`src/rtl/sdram_port_arbiter.sv`:
```
// Two-port burst arbiter in front of the SDRAM controller command port.
// Capture writes win ties, bounded by a consecutive-write limit so reads cannot starve.
module sdram_port_arbiter #(
    parameter int MAX_WR_CONSEC = 2,
    parameter int TIMEOUT_CYC   = 1023
) (
    input  logic        clk_sdram,
    input  logic        reset_n,
    input  logic        wr_req,
    input  logic [21:0] wr_addr_base,
    input  logic [8:0]  wr_data_length,
    input  logic [15:0] wr_data,
    output logic        wr_data_ack,
    input  logic        rd_req,
    input  logic [21:0] rd_addr_base,
    input  logic [8:0]  rd_data_length,
    output logic [15:0] rd_data,
    output logic        rd_data_valid,
    output logic        ctl_req,
    output logic        ctl_wr,
    output logic [21:0] ctl_addr,
    output logic [8:0]  ctl_len,
    output logic [15:0] ctl_wdata,
    input  logic        ctl_wdata_ack,
    input  logic [15:0] ctl_rdata,
    input  logic        ctl_rdata_valid,
    output logic        grant_wr,
    output logic        grant_rd,
    output logic        err_timeout
);

    typedef enum logic [1:0] {IDLE, ISSUE, BUSY, GAP} state_t;

    localparam logic [3:0] CONSEC_LIMIT  = 4'(MAX_WR_CONSEC);
    localparam logic [9:0] TIMEOUT_LIMIT = 10'(TIMEOUT_CYC);

    state_t      state, state_next;
    logic        grant_wr_next, grant_rd_next;
    logic        ctl_req_next, ctl_wr_next, err_timeout_next;
    logic [21:0] ctl_addr_next;
    logic [8:0]  ctl_len_next;
    logic [8:0]  beat_cnt, beat_cnt_next;
    logic [9:0]  to_cnt, to_cnt_next;
    logic [3:0]  wr_consec, wr_consec_next;
    logic        beat;
    logic        pick_rd;

    // Grants are only ever high in ISSUE/BUSY, so gating by them also drops
    // any beat arriving in IDLE or GAP.
    assign wr_data_ack   = ctl_wdata_ack & grant_wr;
    assign rd_data_valid = ctl_rdata_valid & grant_rd;
    assign rd_data       = ctl_rdata;
    assign ctl_wdata     = wr_data;
    assign beat          = wr_data_ack | rd_data_valid;
    assign pick_rd       = rd_req & (~wr_req | (wr_consec >= CONSEC_LIMIT));

    always_ff @(posedge clk_sdram or negedge reset_n) begin
        if (!reset_n) begin
            state       <= IDLE;
            grant_wr    <= 1'b0;
            grant_rd    <= 1'b0;
            ctl_req     <= 1'b0;
            ctl_wr      <= 1'b0;
            ctl_addr    <= '0;
            ctl_len     <= '0;
            err_timeout <= 1'b0;
            beat_cnt    <= '0;
            to_cnt      <= '0;
            wr_consec   <= '0;
        end else begin
            state       <= state_next;
            grant_wr    <= grant_wr_next;
            grant_rd    <= grant_rd_next;
            ctl_req     <= ctl_req_next;
            ctl_wr      <= ctl_wr_next;
            ctl_addr    <= ctl_addr_next;
            ctl_len     <= ctl_len_next;
            err_timeout <= err_timeout_next;
            beat_cnt    <= beat_cnt_next;
            to_cnt      <= to_cnt_next;
            wr_consec   <= wr_consec_next;
        end
    end

    always_comb begin
        state_next       = state;
        grant_wr_next    = grant_wr;
        grant_rd_next    = grant_rd;
        ctl_req_next     = ctl_req;
        ctl_wr_next      = ctl_wr;
        ctl_addr_next    = ctl_addr;
        ctl_len_next     = ctl_len;
        err_timeout_next = 1'b0;
        beat_cnt_next    = beat_cnt;
        to_cnt_next      = to_cnt;
        wr_consec_next   = wr_consec;

        case (state)
            IDLE: begin
                if (wr_req || rd_req) begin
                    state_next    = ISSUE;
                    ctl_req_next  = 1'b1;
                    grant_rd_next = pick_rd;
                    grant_wr_next = ~pick_rd;
                    ctl_wr_next   = ~pick_rd;
                    ctl_addr_next = pick_rd ? rd_addr_base : wr_addr_base;
                    ctl_len_next  = pick_rd ? rd_data_length : wr_data_length;
                    beat_cnt_next = '0;
                    to_cnt_next   = '0;
                    // Only writes that beat a waiting read count toward the limit.
                    if (pick_rd || !rd_req) begin
                        wr_consec_next = '0;
                    end else if (wr_consec != 4'hF) begin
                        wr_consec_next = wr_consec + 4'd1;
                    end
                end
            end

            ISSUE, BUSY: begin
                if (beat) begin
                    to_cnt_next  = '0;
                    ctl_req_next = 1'b0;
                    // Length 0 wraps to 511 here, giving a 512-beat burst.
                    if (beat_cnt == ctl_len - 9'd1) begin
                        state_next    = GAP;
                        grant_wr_next = 1'b0;
                        grant_rd_next = 1'b0;
                    end else begin
                        state_next    = BUSY;
                        beat_cnt_next = beat_cnt + 9'd1;
                    end
                end else if (to_cnt + 10'd1 == TIMEOUT_LIMIT) begin
                    state_next       = GAP;
                    ctl_req_next     = 1'b0;
                    grant_wr_next    = 1'b0;
                    grant_rd_next    = 1'b0;
                    err_timeout_next = 1'b1;
                end else begin
                    to_cnt_next = to_cnt + 10'd1;
                end
            end

            GAP: begin
                state_next = IDLE;
            end

            default: begin
                state_next = IDLE;
            end
        endcase
    end

endmodule

```
`config.mk`:
```
export PLATFORM = sky130hd
export DESIGN_NAME = sdram_port_arbiter
export DESIGN_NICKNAME = d
export VERILOG_FILES = /design/src/rtl/sdram_port_arbiter.sv
export SDC_FILE = /design/constraint.sdc
export NUM_CORES = 1
export LEC_CHECK = 0
export BUFFER_PORTS_ARGS = -buffer_cell sky130_fd_sc_hd__buf_2
export CAP_MARGIN = 20
export CORE_ASPECT_RATIO = 1.25
export CORE_MARGIN = 2
export CORE_UTILIZATION = 45
export DETAILED_ROUTE_END_ITERATION = 7
export PLACE_DENSITY_LB_ADDON = 0.12
export SLEW_MARGIN = 30
export SYNTH_ARGS = -nofsm -noshare
export SYNTH_HDL_FRONTEND = slang
export SYNTH_SLANG_ARGS = --single-unit
```
`constraint.sdc`:
```
create_clock -name clk_sdram -period 3.6 [get_ports clk_sdram]
set_input_delay 0.18 -clock clk_sdram [delete_from_list [all_inputs] [get_ports clk_sdram]]
set_output_delay 0.18 -clock clk_sdram [all_outputs]
set_load 0.02 [all_outputs]
```
; After elaboration in Yosys (flattened, before gate mapping)
; Index checks and enable logic that the tools add are counted.
[classes]
reduce_logical = 14
magnitude_cmp = 1
mux = 30
n_bitwise = 7
addsub = 4
eq_ne = 12
[op_table]
columns = operator, count
row1 = $mux 9, 4
row2 = $mux 10, 3
row3 = $mux 22, 1
row4 = $pmux 10 s2, 1
row5 = $pmux 9 s2, 1
row6 = $mux 1, 11
row7 = $add 10x1->10 const B, 1
row8 = $eq 10x10->1 const B, 1
row9 = $add 9x1->9 const B, 1
row10 = $eq 9x9->1, 1
row11 = $ne 3x3->1 const B, 3
row12 = $reduce_and 3->1, 3
row13 = $sub 9x1->9 const B, 1
row14 = $mux 4, 2
row15 = $reduce_and 4->1, 2
row16 = $mux 2, 3
row17 = $ne 2x2->1 const B, 3
row18 = $pmux 1 s2, 3
row19 = $pmux 2 s3, 1
row20 = $add 4x1->4 const B, 1
row21 = $eq 2x2->1 const B, 2
row22 = $ge 4x2->1 const B, 1
row23 = $ne 4x4->1 const B, 1
row24 = $reduce_and 2->1, 2
row25 = other kinds (9), 15
[word_totals]
elab_cells = 79
reg_bits = 61
output_inout_bits = 70
inputBits = 100

; Logic depth before layout (Yosys ltp)
[depth]
word_depth = 6
depth_mapped = 10
ltp_nobuf = 9

; Least setup slack after synthesis
; No wires, ideal clock.
[synth_path]
path_kind = register to register
from = register ctl_len[0]
to = register beat_cnt[7]
setup_time_ns = 0.078
arrival_time_ns = 2.400
path_slack_ns = 1.122
path_buffers = 1
path_stages_with_launch = 11
period_less_slack_ns = 2.478
required_time_ns = 3.522
path_cell_list = dfrtp_1 -> inv_1 -> ha_1 -> xnor3_4 -> a32o_1 -> o31ai_1 -> a31oi_1 -> and3_4 -> buf_6 -> or3_1 -> a21oi_1
[synth_via]
elab_chain_len = 4
[synth_lines]
columns = element, line_no
row1 = "start, declared", 22  ; output logic [8:0] ctl_len,
row2 = "start signal, assigned", 77  ; ctl_len <= ctl_len_next;
row3 = $sub 9x1->9, 124  ; if (beat_cnt == ctl_len - 9'd1) begin
row4 = $eq 9x9->1, 124
row5 = $ne 2x2->1 (no source line), --
row6 = $reduce_and 4->1 (no source line), --
row7 = "end signal, assigned", 79  ; beat_cnt <= beat_cnt_next;
row8 = "end, declared", 42  ; logic [8:0] beat_cnt, beat_cnt_next;
; Every way passes these cells.
; A chain may end at the register's enable or synchronous reset.

; Final worst setup path
[layout_path]
from = register to_cnt[0]
to = register grant_wr
[layout_via]
elab_chain_len = 4
[layout_lines]
columns = element, line_no
row1 = "start, declared", 43  ; logic [9:0] to_cnt, to_cnt_next;
row2 = "start signal, assigned", 80  ; to_cnt <= to_cnt_next;
row3 = $add 10x1->10, 132  ; end else if (to_cnt + 10'd1 == TIMEOUT_LIMIT) begin
row4 = $eq 10x10->1, 132
row5 = $ne 3x3->1 (no source line), --
row6 = $reduce_and 4->1 (no source line), --
row7 = "end signal, assigned", 72  ; grant_wr <= grant_wr_next;
row8 = "end, declared", 27  ; output logic grant_wr,
; Every way passes these cells.

==> tab_implementation.tex <==
\begin{tabular}{lr}
\hline
Metric & Value \\
\hline
\multicolumn{2}{l}{\textbf{Outcome}} \\
\quad Run status & finished clean \\
\multicolumn{2}{l}{\textbf{Critical path}} \\
\quad Cell type group with the largest total delay on the critical path & compound AO/OA/AOI/OAI gates \\
\quad Destination of the worst register-to-register timing path & grant\_wr \\
\quad Cell repeated most along the worst path & sky130\_fd\_sc\_hd\_\_and3\_1 \\
\quad Arr. time, crit path & 2.86 ns \\
\quad Worst setup path class & reg2reg \\
\quad Req. time, crit path & 3.83 ns \\
\quad Reg2Reg Depth & 8 \\
\quad Worst path cell trace & ha\_1 > and3\_1 > and3\_1 > o311ai\_2 > nand2\_1 > o21ai\_0 > nand2b\_1 > a22o\_1 \\
\quad Worst path bufs/invs & 0 \\
\quad Endpoint class of the critical path & register \\
\quad Critical path fanouts, max & 7 \\
\quad Delay of the slowest critical-path stage & approximately 0.45 ns \\
\quad Origin of the critical flop-to-flop path & to\_cnt[0] \\
\quad Master of the slowest instance on the critical path & sky130\_fd\_sc\_hd\_\_dfrtp\_1 \\
\quad Setup slack of the most critical reg-to-reg path & just under 1 ns \\
\quad Kind of start point of the critical path & register \\
\multicolumn{2}{l}{\textbf{Clock tree}} \\
\quad Clock Tree Root & sky130\_fd\_sc\_hd\_\_clkbuf\_8 \\
\quad Clock tree from TritonCTS & done \\
\quad Clock edge transition at the registers on the reported setup and hold paths & roughly 0.070 ns \\
\quad Clock Path Buffers & 2 \\
\quad Resize count post-CTS & 0 \\
\quad Number of sinks on the clock net & 61 \\
\quad Source-to-sink clock delay at the later pin of the worst-skew pair & approximately 0.34 ns \\
\quad Total number of H-tree levels & 3 \\
\quad CTS buffer count & 9 \\
\multicolumn{2}{l}{\textbf{Place}} \\
\quad Routability-driven placement congestion ratio & 0.894 \\
\quad Placed cell count & 554 \\
\quad Placement-stage worst setup slack & 0.997 ns \\
\quad Port-buffer cells & about 110 \\
\quad Dpl hpwl & 6.11 mm \\
\multicolumn{2}{l}{\textbf{Finish}} \\
\quad Number of filler instances in the final layout & roughly 720 \\
\quad Syn-to-layout area delta & 15.3\% \\
\quad Nets@finish & 579 \\
\quad Non-filler instance count after layout & about 570 \\
\quad Fraction of final layout cells with drive strength greater than 1 & approximately 28\% \\
\quad Top library cells by usage in the layout, fill and taps aside & sky130\_fd\_sc\_hd\_\_buf\_2, sky130\_fd\_sc\_hd\_\_dfrtp\_1, sky130\_fd\_sc\_hd\_\_o21ai\_0, sky130\_fd\_sc\_hd\_\_nand2\_1, sky130\_fd\_sc\_hd\_\_mux2i\_1 \\
\quad Leading cell type in the layout, fill and taps excluded & sky130\_fd\_sc\_hd\_\_buf\_2 \\
\quad Number of diodes & 0 \\
\multicolumn{2}{l}{\textbf{Global route}} \\
\quad Total routing resource utilization after global routing & 20.0\% \\
\quad Antenna violations before repair & 0 \\
\quad Wire length of the first global-routing pass & 14.4 mm \\
\quad Vias in the first global route & 2,959 \\
\quad Pin count of the biggest net entering global routing & 68 \\
\quad Remaining Overflow, GRT & 0 \\
\multicolumn{2}{l}{\textbf{Synthesis}} \\
\quad Count of warnings emitted by yosys & 0 \\
\quad Most used DFF post-synth & sky130\_fd\_sc\_hd\_\_dfrtp\_1 \\
\quad Count of mapped cells out of synthesis & 399 \\
\quad Number of enable-type register cells in the synthesized netlist & 0 \\
\quad Share of flip-flops with an asynchronous set or reset & 100\% \\
\quad Synth Net Count & 507 \\
\quad Mean area per synthesized cell & 9.21 um2 \\
\quad \#FFs+latches synth & 61 \\
\quad Register area share after synthesis & 41.5\% \\
\quad Combined area of all synthesized cells & roughly 0.0037 mm2 \\
\quad Cell variety after synth & 55 \\
\multicolumn{2}{l}{\textbf{Floorplanning}} \\
\quad Placeable core area & 0.00788 mm2 \\
\quad Height of the die & $\sim$110 um \\
\quad Initial standard-cell utilization of the core & between 40 and 50\% \\
\quad Cell row count & 36 \\
\quad Die Span X & around 85 um \\
\quad Total die area & 0.00891 mm2 \\
\quad Number of placed I/O pins & 170 \\
\multicolumn{2}{l}{\textbf{Worst hold path}} \\
\quad Hold Path Stages & 3 \\
\quad Worst Hold Class & in2reg \\
\quad Worst min-delay path startpoint & wr\_addr\_base[17] \\
\quad Worst-case hold path end point & ctl\_addr[17] \\
\multicolumn{2}{l}{\textbf{Routing}} \\
\quad Final ANT Viol Nets & 0 \\
\quad Via count & 3,090 \\
\quad Aggregate routed wire length & 8.42 mm \\
\quad Average wire per standard cell & around 15 um \\
\quad Vias per cell & about 5.4 \\
\quad Initial DRC Count & about 130 \\
\quad First drt pass iteration count & 4 \\
\quad DRC errors left & 0 \\
\multicolumn{2}{l}{\textbf{STA}} \\
\quad Final period utilization & 73.1\% \\
\quad Setup repair after global routing missed its margin & false \\
\quad Top achievable clock speed & 380 MHz \\
\quad Slew HR & between 50 and 60\% \\
\quad Setup TNS & 0 ns \\
\quad Total of endpoints with negative setup slack in the final report & 0 \\
\quad Final clock skew & about 0.0044 ns \\
\quad Setup ws final & 0.969 ns \\
\quad Minimum period implied by the final worst setup slack & 2.63 ns \\
\quad Max Transition Viols Final & 0 \\
\quad WHS & 0.119 ns \\
\quad Final-report hold violation count & 0 \\
\quad Transition at the pin with the smallest max-transition slack & 0.687 ns \\
\multicolumn{2}{l}{\textbf{Pwr}} \\
\quad Leakage power & 2.06 nW \\
\quad Maximum vdd drop & 439 uV \\
\quad Final total power & 3.48 mW \\
\quad Power density cells & 820 mW/mm2 \\
\multicolumn{2}{l}{\textbf{Flow run}} \\
\quad Maxcap violations & 0 \\
\hline
\end{tabular}
==> final cells by class <==
type | instances | area [um2] | share of cell area [%]
inverter | 11 | 41.3 | 0.974
clock buffer | 13 | 159 | 3.75
timing repair buffer | 110 | 568 | 13.4
sequential | 61 | 1530 | 36.0
clock inverter | 1 | 7.51 | 0.177
multi-input combinational | 278 | 1820 | 42.9
tap | 95 | 119 | 2.80
==> synthesized netlist by cell type, types with 2 or more instances <==
| master | instances | share of area [%] |
|---|---|---|
| sky130_fd_sc_hd__nor4b_1 | 3 | 0.71 |
| sky130_fd_sc_hd__o21a_1 | 2 | 0.41 |
| sky130_fd_sc_hd__mux2i_1 | 32 | 8.7 |
| sky130_fd_sc_hd__and3_1 | 7 | 1.2 |
| sky130_fd_sc_hd__a41oi_1 | 2 | 0.48 |
| sky130_fd_sc_hd__a21oi_1 | 13 | 1.8 |
| sky130_fd_sc_hd__or3_1 | 5 | 0.85 |
| sky130_fd_sc_hd__nor4_1 | 5 | 0.85 |
| sky130_fd_sc_hd__o31ai_1 | 3 | 0.61 |
| sky130_fd_sc_hd__nand3_1 | 9 | 1.2 |
| sky130_fd_sc_hd__ha_1 | 8 | 2.7 |
| sky130_fd_sc_hd__xor2_1 | 3 | 0.71 |
| sky130_fd_sc_hd__a21boi_0 | 2 | 0.41 |
| sky130_fd_sc_hd__a31oi_1 | 4 | 0.68 |
| sky130_fd_sc_hd__nand4_1 | 7 | 1.2 |
| sky130_fd_sc_hd__and4_1 | 3 | 0.71 |
| sky130_fd_sc_hd__nor3_1 | 2 | 0.27 |
| sky130_fd_sc_hd__dfrtp_1 | 61 | 42 |
| sky130_fd_sc_hd__and2_1 | 2 | 0.34 |
| sky130_fd_sc_hd__buf_4 | 32 | 6.5 |
| sky130_fd_sc_hd__clkbuf_1 | 14 | 1.4 |
| sky130_fd_sc_hd__inv_1 | 11 | 1.1 |
| sky130_fd_sc_hd__a21o_1 | 4 | 0.82 |
| sky130_fd_sc_hd__nor2_1 | 12 | 1.2 |
| sky130_fd_sc_hd__nand2b_1 | 2 | 0.34 |
| sky130_fd_sc_hd__nand2_1 | 54 | 5.5 |
| sky130_fd_sc_hd__o21ai_0 | 58 | 7.9 |
| sky130_fd_sc_hd__or4_1 | 2 | 0.41 |
| sky130_fd_sc_hd__o22ai_1 | 3 | 0.51 |
| sky130_fd_sc_hd__xnor2_1 | 9 | 2.1 |
==> through the flow <==
| stage | area, um2 | util (%) |
|---|---|---|
| after floorplan | 3680 | - |
| after global placement | 4060 | 51.5 |
| after detailed placement | 4060 | 51.5 |
| after CTS | 4240 | 53.7 |
| after global routing | 4240 | 53.8 |
| final | 4240 | 53.8 |
==> worst max path at each step <==
| stage | cells after the start | start | slack, ns | to |
|---|---|---|---|---|
| global route | 8 | to_cnt[0] | 0.67 | grant_wr |
| global placement | 8 | to_cnt[0] | 1.09 | grant_wr |
| finish | 8 | to_cnt[0] | 0.97 | grant_wr |
| floorplan | 10 | ctl_len[0] | 1.12 | beat_cnt[7] |
| CTS | 8 | to_cnt[0] | 0.99 | grant_wr |
| detailed placement | 8 | to_cnt[0] | 1.0 | grant_wr |
==> power breakdown <==
| part | switching (mW) | internal [mW] |
|---|---|---|
| clock | 0.259 | 0.280 |
| combinational | 1.10 | 0.665 |
| sequential | 0.238 | 0.932 |
| total | 1.60 | 1.88 |
==> state kept, by name (all words and copies together), names as in the netlist <==
register     count
grant_wr         1
state            2
beat_cnt         9
to_cnt          10
ctl_len          9
ctl_req          1
ctl_addr        22
ctl_wr           1
grant_rd         1
err_timeout      1
wr_consec        4
==> metal layers <==
| layer | vias up | wire length (um) | share of wire, % | global-route usage, % |
|---|---|---|---|---|
| met4 | 0 | 228 | 2.7 | 10.8 |
| met5 | - | 0 | 0 | 0 |
| li1 | 1543 | - | - | - |
| met2 | 131 | 3750 | 45 | 30.7 |
| met1 | 1398 | 3850 | 46 | 26.4 |
| met3 | 18 | 590 | 7.0 | 4.19 |
==> tightest hold or removal path: stages <==
cell,delay (ns)
sky130_fd_sc_hd__buf_2,0.07
sky130_fd_sc_hd__mux2i_1,0.05
sky130_fd_sc_hd__o21ai_0,0.13
==> timing repair <==
item | 4_1_cts | 5_1_grt
endpoints found under the hold margin | 38 | 0
hold buffers | 1 | 0
setup buffers | 0 | 0
==> cell families after synthesis <==
family / Yosys count / synth area share, %
and+or+nand+nor: 123 / 17.4
AOI/OAI and AO/OA: 101 / 16.1
DFF: 61 / 41.5
xor gates and xnor gates: 13 / 3.57
buffers and inverters: 60 / 9.63
adders and majority gates: 8 / 2.72
muxes: 33 / 9.02
Power figures use the tool's default switching activity.
